==> src/rtl/mult_arb_pkg.sv <==
// Shared definitions for the multiplier arbiter: FSM encoding and default widths.
package mult_arb_pkg;

    typedef enum logic [1:0] {
        ST_IDLE = 2'd0,
        ST_RUN  = 2'd1,
        ST_DONE = 2'd2
    } state_t;

    localparam int DEF_NUM_REQ   = 4;
    localparam int DEF_WIDTH_IN  = 8;
    localparam int DEF_WIDTH_OUT = 16;

endpackage

==> src/rtl/mult_arb_rr.sv <==
// Combinational round-robin picker: searches from last_grant+1 upward with wrap.
module mult_arb_rr #(
    parameter int NUM_REQ = 4,
    parameter int IDW     = 2
) (
    input  logic [NUM_REQ-1:0] req_valid,
    input  logic [IDW-1:0]     last_grant,
    output logic [NUM_REQ-1:0] grant,
    output logic [IDW-1:0]     grant_idx
);

    always_comb begin
        grant     = '0;
        grant_idx = '0;
        // Walk offsets from farthest to nearest so the nearest valid requester wins.
        for (int k = NUM_REQ; k >= 1; k--) begin
            logic [IDW-1:0] idx;
            idx = IDW'((int'(last_grant) + k) % NUM_REQ);
            if (req_valid[idx]) begin
                grant      = '0;
                grant[idx] = 1'b1;
                grant_idx  = idx;
            end
        end
    end

endmodule

==> src/rtl/mult_arbiter.sv <==
// Round-robin arbiter in front of one shared repeated-add multiplier.
// Optional saturating overflow flag enabled with macro MULT_ARB_OVF_EN.
//
// state | meaning
// IDLE  | waiting for a request; grants one requester combinationally
// RUN   | adding max(a,b) into the sum min(a,b) times
// DONE  | result presented, held until rsp_ready
module mult_arbiter
    import mult_arb_pkg::*;
#(
    parameter int NUM_REQ   = DEF_NUM_REQ,
    parameter int WIDTH_IN  = DEF_WIDTH_IN,
    parameter int WIDTH_OUT = DEF_WIDTH_OUT
) (
    input  logic                         CLK,
    input  logic                         RST_N,
    input  logic [NUM_REQ-1:0]           req_valid,
    output logic [NUM_REQ-1:0]           req_ready,
    input  logic [NUM_REQ*WIDTH_IN-1:0]  req_a,
    input  logic [NUM_REQ*WIDTH_IN-1:0]  req_b,
    output logic                         rsp_valid,
    input  logic                         rsp_ready,
    output logic [$clog2(NUM_REQ)-1:0]   rsp_id,
    output logic [WIDTH_OUT-1:0]         rsp_product,
`ifdef MULT_ARB_OVF_EN
    output logic                         rsp_ovf,
`endif
    output logic                         busy
);

    localparam int IDW = $clog2(NUM_REQ);

    state_t               state;
    logic [IDW-1:0]       last_grant;
    logic [IDW-1:0]       cur_id;
    logic [WIDTH_IN-1:0]  count;
    logic [WIDTH_IN-1:0]  addend;
    logic [WIDTH_OUT-1:0] sum;
    logic [WIDTH_OUT-1:0] addend_ext;
    logic [WIDTH_OUT-1:0] sum_next;
    logic [NUM_REQ-1:0]   grant;
    logic [IDW-1:0]       grant_idx;
    logic [WIDTH_IN-1:0]  sel_a;
    logic [WIDTH_IN-1:0]  sel_b;

    mult_arb_rr #(
        .NUM_REQ (NUM_REQ),
        .IDW     (IDW)
    ) u_rr (
        .req_valid  (req_valid),
        .last_grant (last_grant),
        .grant      (grant),
        .grant_idx  (grant_idx)
    );

    always_comb begin
        sel_a = '0;
        sel_b = '0;
        for (int i = 0; i < NUM_REQ; i++) begin
            if (grant_idx == IDW'(i)) begin
                sel_a = req_a[i*WIDTH_IN +: WIDTH_IN];
                sel_b = req_b[i*WIDTH_IN +: WIDTH_IN];
            end
        end
    end

    // Gated by RST_N so nothing looks accepted while reset is being applied.
    assign req_ready  = (state == ST_IDLE && RST_N) ? grant : '0;
    assign addend_ext = WIDTH_OUT'(addend);

`ifdef MULT_ARB_OVF_EN
    logic [WIDTH_OUT:0] sum_ext;
    logic               ovf_acc;
    assign sum_ext  = {1'b0, sum} + {1'b0, addend_ext};
    assign sum_next = sum_ext[WIDTH_OUT-1:0];
`else
    assign sum_next = sum + addend_ext;
`endif

    always_ff @(posedge CLK) begin
        if (!RST_N) begin
            state       <= ST_IDLE;
            last_grant  <= IDW'(NUM_REQ - 1);
            cur_id      <= '0;
            count       <= '0;
            addend      <= '0;
            sum         <= '0;
            rsp_valid   <= 1'b0;
            rsp_id      <= '0;
            rsp_product <= '0;
            busy        <= 1'b0;
`ifdef MULT_ARB_OVF_EN
            ovf_acc     <= 1'b0;
            rsp_ovf     <= 1'b0;
`endif
        end else begin
            case (state)
                ST_IDLE: begin
                    if (|req_valid) begin
                        count  <= (sel_a < sel_b) ? sel_a : sel_b;
                        addend <= (sel_a < sel_b) ? sel_b : sel_a;
                        sum    <= '0;
                        cur_id <= grant_idx;
                        busy   <= 1'b1;
                        state  <= ST_RUN;
`ifdef MULT_ARB_OVF_EN
                        ovf_acc <= 1'b0;
`endif
                    end
                end
                ST_RUN: begin
                    if (count != '0) begin
                        sum   <= sum_next;
                        count <= count - 1'b1;
`ifdef MULT_ARB_OVF_EN
                        ovf_acc <= ovf_acc | sum_ext[WIDTH_OUT];
`endif
                    end else begin
                        rsp_id    <= cur_id;
                        rsp_valid <= 1'b1;
                        state     <= ST_DONE;
`ifdef MULT_ARB_OVF_EN
                        rsp_product <= ovf_acc ? '1 : sum;
                        rsp_ovf     <= ovf_acc;
`else
                        rsp_product <= sum;
`endif
                    end
                end
                ST_DONE: begin
                    if (rsp_ready) begin
                        rsp_valid  <= 1'b0;
                        last_grant <= cur_id;
                        busy       <= 1'b0;
                        state      <= ST_IDLE;
                    end
                end
                default: begin
                    rsp_valid <= 1'b0;
                    busy      <= 1'b0;
                    state     <= ST_IDLE;
                end
            endcase
        end
    end

endmodule

==> config.mk <==
export PLATFORM = sky130hd
export DESIGN_NAME = mult_arbiter
export DESIGN_NICKNAME = d
export VERILOG_FILES = /design/src/rtl/mult_arb_pkg.sv /design/src/rtl/mult_arb_rr.sv /design/src/rtl/mult_arbiter.sv
export SDC_FILE = /design/constraint.sdc
export NUM_CORES = 1
export LEC_CHECK = 0
export ABC_AREA = 0
export CAP_MARGIN = 20
export CORE_MARGIN = 2
export CORE_UTILIZATION = 46
export DETAILED_ROUTE_END_ITERATION = 8
export PLACE_DENSITY_LB_ADDON = 0.12
export SLEW_MARGIN = 20
export SYNTH_ARGS = -nofsm -noshare
export SYNTH_HDL_FRONTEND = slang
export SYNTH_HIERARCHICAL = 1
export SYNTH_SLANG_ARGS = --single-unit
==> constraint.sdc <==
create_clock -name CLK -period 4.7 [get_ports CLK]
set_input_delay 0.94 -clock CLK [delete_from_list [all_inputs] [get_ports CLK]]
set_output_delay 0.94 -clock CLK [all_outputs]
set_load 0.03 [all_outputs]
Yosys cells after proc, flatten, opt, wreduce, memory -nomap -nowiden
Index checks and enable logic that the tools add are counted.

Input bits: 71. Register bits: 58. Logic and storage cells: 104. Output and inout port bits: 24.

Equality and inequality tests: 9. Muxes and demuxes: 50. Bitwise operators: 3. Order comparisons: 9. Reduce and logical (&&, ||, !) cells: 17. Add/sub/neg operators: 6.

Operators by type and width (number): $mux W8 (12); $mux W16 (2); $pmux W16 S2 (1); $mux W4 (5); $add A16 B8 Y16 (1); $pmux W8 S2 (1); $mux W2 (7); $lt A2 B3 Y1 const B (4); $reduce_and A3 Y1 (4); $mux W1 (11); $bmux W1 S2 (4); $demux W1 S2 (4); $ge A2 B1 Y1 const B (4); $lt A8 B8 Y1 (1); $reduce_bool A8 Y1 (1); $sub A8 B1 Y8 const B (1); $eq A2 B2 Y1 const B (3); $ne A2 B2 Y1 const B (3); $pmux W1 S3 (2); $pmux W2 S3 (1); $reduce_and A2 Y1 (3); $logic_and A1 B1 Y1 (5); $add A2 B1 Y2 const B (2); $add A2 B2 Y2 const B (2); 6 further kinds (10).

Logic depth before layout (Yosys ltp)
Depth in word-level cells: 16. Depth in mapped cells: 20. Depth with buffers taken out: 15.

By module
The synthesis kept the hierarchy.

By module, submodules not included: mult_arbiter (sequential area each 1161.1 um2, cells an instance 395, times used 1, area each 3562.2 um2); mult_arb_rr (sequential area each 0.0 um2, cells an instance 62, times used 1, area each 523.0 um2).

Worst setup path before layout
No wires, ideal clock.

Kind: flip-flop to flip-flop. Start point: reg last_grant[0]. End point: reg count[0]. Period minus slack after synthesis: 4.488 ns. Setup slack: 0.212 ns. Library setup time: 0.122 ns. Arrival time: 4.366 ns. Cell stages (with the launch flop): 18. Path through: dfxtp_1 > buf_4 > inv_1 > ha_1 > buf_6 > mux2i_1 > mux2i_1 > a21oi_1 > o22ai_1 > buf_6 > buf_2 > mux4_2 > ha_1 > a211oi_1 > o21ai_0 > a211oi_4 > nor2_4 > a221o_1.

Cells in the longest elaborated chain, start to end: 16. Elaborated cells between the ends (all ways): 32. Classes of those cells: 4 x add/sub; 1 x order compare; 3 x eq/ne; 23 x mux; 1 x reduce/logical.

Ends and longest elaborated chain: start: declaration (RTL line mult_arbiter.sv:34) `logic [IDW-1:0] last_grant;`; start signal: assignment (RTL line mult_arbiter.sv:83) `last_grant <= IDW'(NUM_REQ - 1);`; start signal: assignment (RTL line mult_arbiter.sv:133) `last_grant <= cur_id;`; $add A2 B1 Y2 (RTL line mult_arb_rr.sv:18) `idx = IDW'((int'(last_grant) + k) % NUM_REQ);`; $bmux W1 S2 (RTL line mult_arb_rr.sv:19) `if (req_valid[idx]) begin`; $mux W1 (implied by the code) (RTL line mult_arb_rr.sv:19); $mux W2 (3 in a row) (RTL line mult_arb_rr.sv:19); $mux W2 * (RTL line mult_arb_rr.sv:19); named net grant_idx[0] (RTL line mult_arbiter.sv:42) `logic [IDW-1:0] grant_idx;`; $logic_not A2 Y1 (RTL line mult_arbiter.sv:60) `if (grant_idx == IDW'(i)) begin`; $mux W8 (4 in a row) (RTL line mult_arbiter.sv:60); $lt A8 B8 Y1 (RTL line mult_arbiter.sv:100) `count <= (sel_a < sel_b) ? sel_a : sel_b;`; $mux W8 * (RTL line mult_arbiter.sv:100); $mux W8 * (RTL line mult_arbiter.sv:99) `if (|req_valid) begin`; $pmux W8 S2 * (RTL line mult_arbiter.sv:97) `case (state)`; end signal: assignment (RTL line mult_arbiter.sv:100); end signal: assignment (RTL line mult_arbiter.sv:114) `count <= count - 1'b1;`; end: declaration (RTL line mult_arbiter.sv:36) `logic [WIDTH_IN-1:0] count;`.

Mark *: on every way through the listed nets, which the timed path passes. The rest lies on a longest branch. The select of a mux whose other input is x is not followed. A chain may end at the register's enable or synchronous reset.

Final worst setup path
Start point: in req_valid[3]. End point: reg count[0].

Cells in the longest elaborated chain, start to end: 15. Elaborated cells between the ends (all ways): 31. Classes of those cells: 1 x order compare; 4 x eq/ne; 23 x mux; 3 x reduce/logical.

Ends and longest elaborated chain: start: declaration (RTL line mult_arbiter.sv:17) `input logic [NUM_REQ-1:0] req_valid,`; $bmux W1 S2 (RTL line mult_arb_rr.sv:19); $mux W1 (implied by the code) (RTL line mult_arb_rr.sv:19); $mux W2 (3 in a row) (RTL line mult_arb_rr.sv:19); $mux W2 * (RTL line mult_arb_rr.sv:19); named net grant_idx[0] (RTL line mult_arbiter.sv:42); $logic_not A2 Y1 (RTL line mult_arbiter.sv:60); $mux W8 (4 in a row) (RTL line mult_arbiter.sv:60); $lt A8 B8 Y1 (RTL line mult_arbiter.sv:100); $mux W8 * (RTL line mult_arbiter.sv:100); $mux W8 * (RTL line mult_arbiter.sv:99); $pmux W8 S2 * (RTL line mult_arbiter.sv:97).

Marks and branches as above.

==> run summary <==
The run finished with clean final reports. The number of max-slew violations in the final report came out at 0. The slew at the pin with the worst max-slew slack came out at around 0.75 ns. IR analysis of the VDD net gives a maximum drop of 0.153 mV. The clock tree buffer depth is 2. The critical setup path kind is input pin to register. STA classifies the critical path startpoint as an input pin.

The worst setup skew after layout came out at 0.00998 ns. Measured along the x axis, the die boundary spans 98.2 microns. The internal power of the cells totals 0.00136 W. Counting instances in the post-synthesis netlist gives the leading cell types as sky130_fd_sc_hd__dfxtp_1 (58), sky130_fd_sc_hd__nor2_1 (37), sky130_fd_sc_hd__a21oi_1 (32), sky130_fd_sc_hd__mux2i_1 (32), sky130_fd_sc_hd__nand2_1 (32).

The register bit total from synthesis came out at 58. STA classifies the critical path endpoint as a register. The highest metal layer carrying signal wires in the routed design is met4. The number of clock sinks is 58. The number of unique standard cell types used by synthesis is 66. The total power draw came out at 0.00214 W. The final layout net count came out at 653. The remaining antenna violation count after routing came out at 0. The number of buffers created by CTS is 9. The final routed wirelength across all metal layers came out at 10400 microns.

The number of levels in the clock H-tree came out at 3. The initialized floorplan defines 34 standard-cell rows. In the post-synthesis netlist, the biggest area contributors are sky130_fd_sc_hd__dfxtp_1 (28%), sky130_fd_sc_hd__mux2i_1 (7.8%), sky130_fd_sc_hd__ha_1 (7.0%).

The worst slew slack as a fraction of its limit is approximately 50%. Net switching is a little over a third of the power. The number of cells in the design after placement is roughly 660. For this run, design rule violations remaining after detail routing come to 0.

The clock latency on the worst-skew pair came out at 0.35 ns. The first detailed-routing pass took 4 iterations. Across the run, the number of max-cap violations was 0. The via count normalized by instance count came out at 5.86. The final estimated routing congestion in global placement came out at ~0.94. The share of total power in combinational logic is 43.2%. The largest total area in the synthesized netlist belongs to sky130_fd_sc_hd__dfxtp_1. During synthesis, Yosys emitted a total of 6 warnings. A synthesized cell averages roughly 8.9 sq um. The maximum achievable frequency came out at 226 MHz. The final clock period utilization by the worst path is 94.3%.

After synthesis the cells add up to 4090 sq um. The global-route congestion overflow total came out at 0. Of the total power, registers draw between 30% and 40%.

In the final routing, the length of wire on met1 measures 4450 microns. The total core area came out at 8680 sq um. After legalization and detailed placement, the total HPWL measured 8070 microns. The number of fill cells is 760.

Among all cell types in the netlist, the one instantiated most often is sky130_fd_sc_hd__dfxtp_1. The repair_antennas step left the layout with diodes totalling 0. The routed layout has roughly 3900 vias. The worst hold path belongs to the class register to register. The commonest register cell after synthesis is sky130_fd_sc_hd__dfxtp_1. Entering global routing, the biggest net connects 35 pins. For this design the total switching power over the nets is 0.000784 W. The layout cell share with drive strength beyond 1 is a little over an eighth. Hold is met by 0.447 ns. When the netlist entered floorplanning its net count stood at 552. The total power divided by cell area is slightly below 400 nW/um^2. The data arrival at the endpoint of the critical path came out at 4.66 ns. Excluding fillers, the count of instances in the completed layout stands at 671. The CTS tree is built. Data on the critical path is required at its endpoint by 4.93 ns. The DRC violation total after the first TritonRoute iteration is 175. The synthesized design devotes to its leading area cell type 28.4% of total area.

The global-route wire length before repair is between 15000 and 20000 microns. The via count of the first global-routing pass is between 3000 and 4000. The number of top-level pins is 95. The area growth from synthesis to layout came out at 33.8%.

The length of routed met2 wiring is 5000 microns. The die height came out at 98.2 microns. Port buffering added 94 buffers. The number of hold-slack violations in the final timing report is 0. The die covers a little under 10000 sq um.

The leakage power is 2.24 nW. In this run, synthesis inferred 0 flip-flops with an integrated enable. The time the worst path needs with I/O delays and setup came out at around 4.4 ns. The clock network burns about a quarter of the power. The wire length on met3 came out at 770 microns. The total routing usage reported by global routing came out at 21.9%. The tree is rooted in a sky130_fd_sc_hd__clkbuf_8. The highest net fanout along the worst path is 10.

The portion of the post-synthesis area used by sequential elements is 28.4%. The share of flip-flops with an asynchronous set or reset after synthesis came out at 0%. Setup violations remaining at the end of the flow were counted as 0.

The average wire length per cell after detail routing came out at 15.5 microns. The hold buffer count at cts is 0. For this configuration, the core starts out at a cell density of 47.1%.

The gate count of the mapped netlist came out at ~460. The initial antenna violation count is 0. The post-CTS clock slew at the launch and capture registers of the worst setup and hold paths is 0.06 ns.
area by class of cell:
| type | instances | area, sq um | share of cell area, % |
|---|---|---|---|
| multi-input combinational | 355 | 2740 | 50.1 |
| timing repair buffer | 116 | 1110 | 20.3 |
| sequential | 58 | 1160 | 21.3 |
| tap | 108 | 135 | 2.47 |
| clock buffer | 12 | 155 | 2.84 |
| inverter | 18 | 67.6 | 1.24 |
| clock inverter | 4 | 97.6 | 1.79 |
critical path, cell delays in order:
cell                              delay, ns
sky130_fd_sc_hd__clkdlybuf4s50_1       0.58
sky130_fd_sc_hd__mux4_2                0.53
sky130_fd_sc_hd__a21oi_1               0.31
sky130_fd_sc_hd__o22ai_4               0.21
sky130_fd_sc_hd__mux4_2                0.48
sky130_fd_sc_hd__ha_1                  0.34
sky130_fd_sc_hd__a211oi_1              0.25
sky130_fd_sc_hd__o21ai_0               0.22
sky130_fd_sc_hd__a211oi_4              0.35
sky130_fd_sc_hd__nor2_4                0.11
sky130_fd_sc_hd__a221o_1               0.33
cells in the final DEF, fill, tap and decap left out, types with 20 or more instances in the layout:
cell type                         synthesis  final
sky130_fd_sc_hd__nor2_1                  37     37
sky130_fd_sc_hd__o21ai_0                 20     20
sky130_fd_sc_hd__clkdlybuf4s50_1          0     90
sky130_fd_sc_hd__buf_4                    2     25
sky130_fd_sc_hd__ha_1                    23     23
sky130_fd_sc_hd__a21oi_1                 32     32
sky130_fd_sc_hd__dfxtp_1                 58     58
sky130_fd_sc_hd__mux2i_1                 32     32
sky130_fd_sc_hd__nand2_1                 32     32
metrics by stage:
| step | setup TNS (ns) | area [sq um] | utilization [%] | setup slack, ns |
|---|---|---|---|---|
| 2_1_floorplan | 0 | 4090 | - | 0.212 |
| 3_3_place_gp | -1.32 | 5200 | 60.0 | -0.147 |
| 3_5_place_dp | -3.04 | 5200 | 60.0 | -0.249 |
| 4_1_cts | 0 | 5460 | 62.9 | 0.115 |
| 5_1_grt | -0.0532 | 5460 | 63.0 | -0.0230 |
| 6_report | 0 | 5460 | 63.0 | 0.267 |
cell families (layout without fill, tap and decap cells):
kind of cell / count (synthesis) / count (layout) / synth area share (%)
adder cells (fa/ha/maj): 24 / 24 / 7.53
multiplexers: 52 / 52 / 18.6
flip-flops: 58 / 58 / 28.4
buffers and inverters: 44 / 150 / 4.87
AO/OA/AOI/OAI: 118 / 118 / 20.1
AND/OR/NAND/NOR: 158 / 158 / 19.8
XOR/XNOR: 3 / 3 / 0.643
registers in the layout, summed over array words and instances, names as in the netlist, 2 cells and up:
register     flops
cur_id           2
count            8
sum             16
last_grant       2
rsp_product     16
rsp_id           2
state            2
addend           8
final timing paths:
kind | from | to | slack, ns | cells past startpoint
max | req_valid[3] | count[0] | 0.27 | 11
min | rsp_valid | rsp_valid | 0.45 | 2
max reg2reg | last_grant[1] | count[0] | 0.44 | 13
min reg2reg | rsp_valid | rsp_valid | 0.45 | 2
power by group through the flow:
stage	clock [W]	combinational, W	sequential [W]
global placement	0	0.000895	0.000650
CTS	0.000584	0.000921	0.000644
detailed placement	0	0.000917	0.000654
floorplan	0	0.000652	0.000638
global route	0.000607	0.00102	0.000656
finish	0.000573	0.000926	0.000646
metal layers:
metal | GRT usage [%] | up-vias
met4 | 10.2 | 0
met3 | 5.15 | 11
met5 | 0 | -
li1 | - | 1931
met1 | 26.7 | 1846
met2 | 36.7 | 144
what timing repair did:
action / in CTS / in global routing
gates resized for setup: 0 / 1
buffers inserted: 0 / 0
setup endpoints to repair: 0 / 14
No activity file was read; power rests on OpenSTA's default activity.
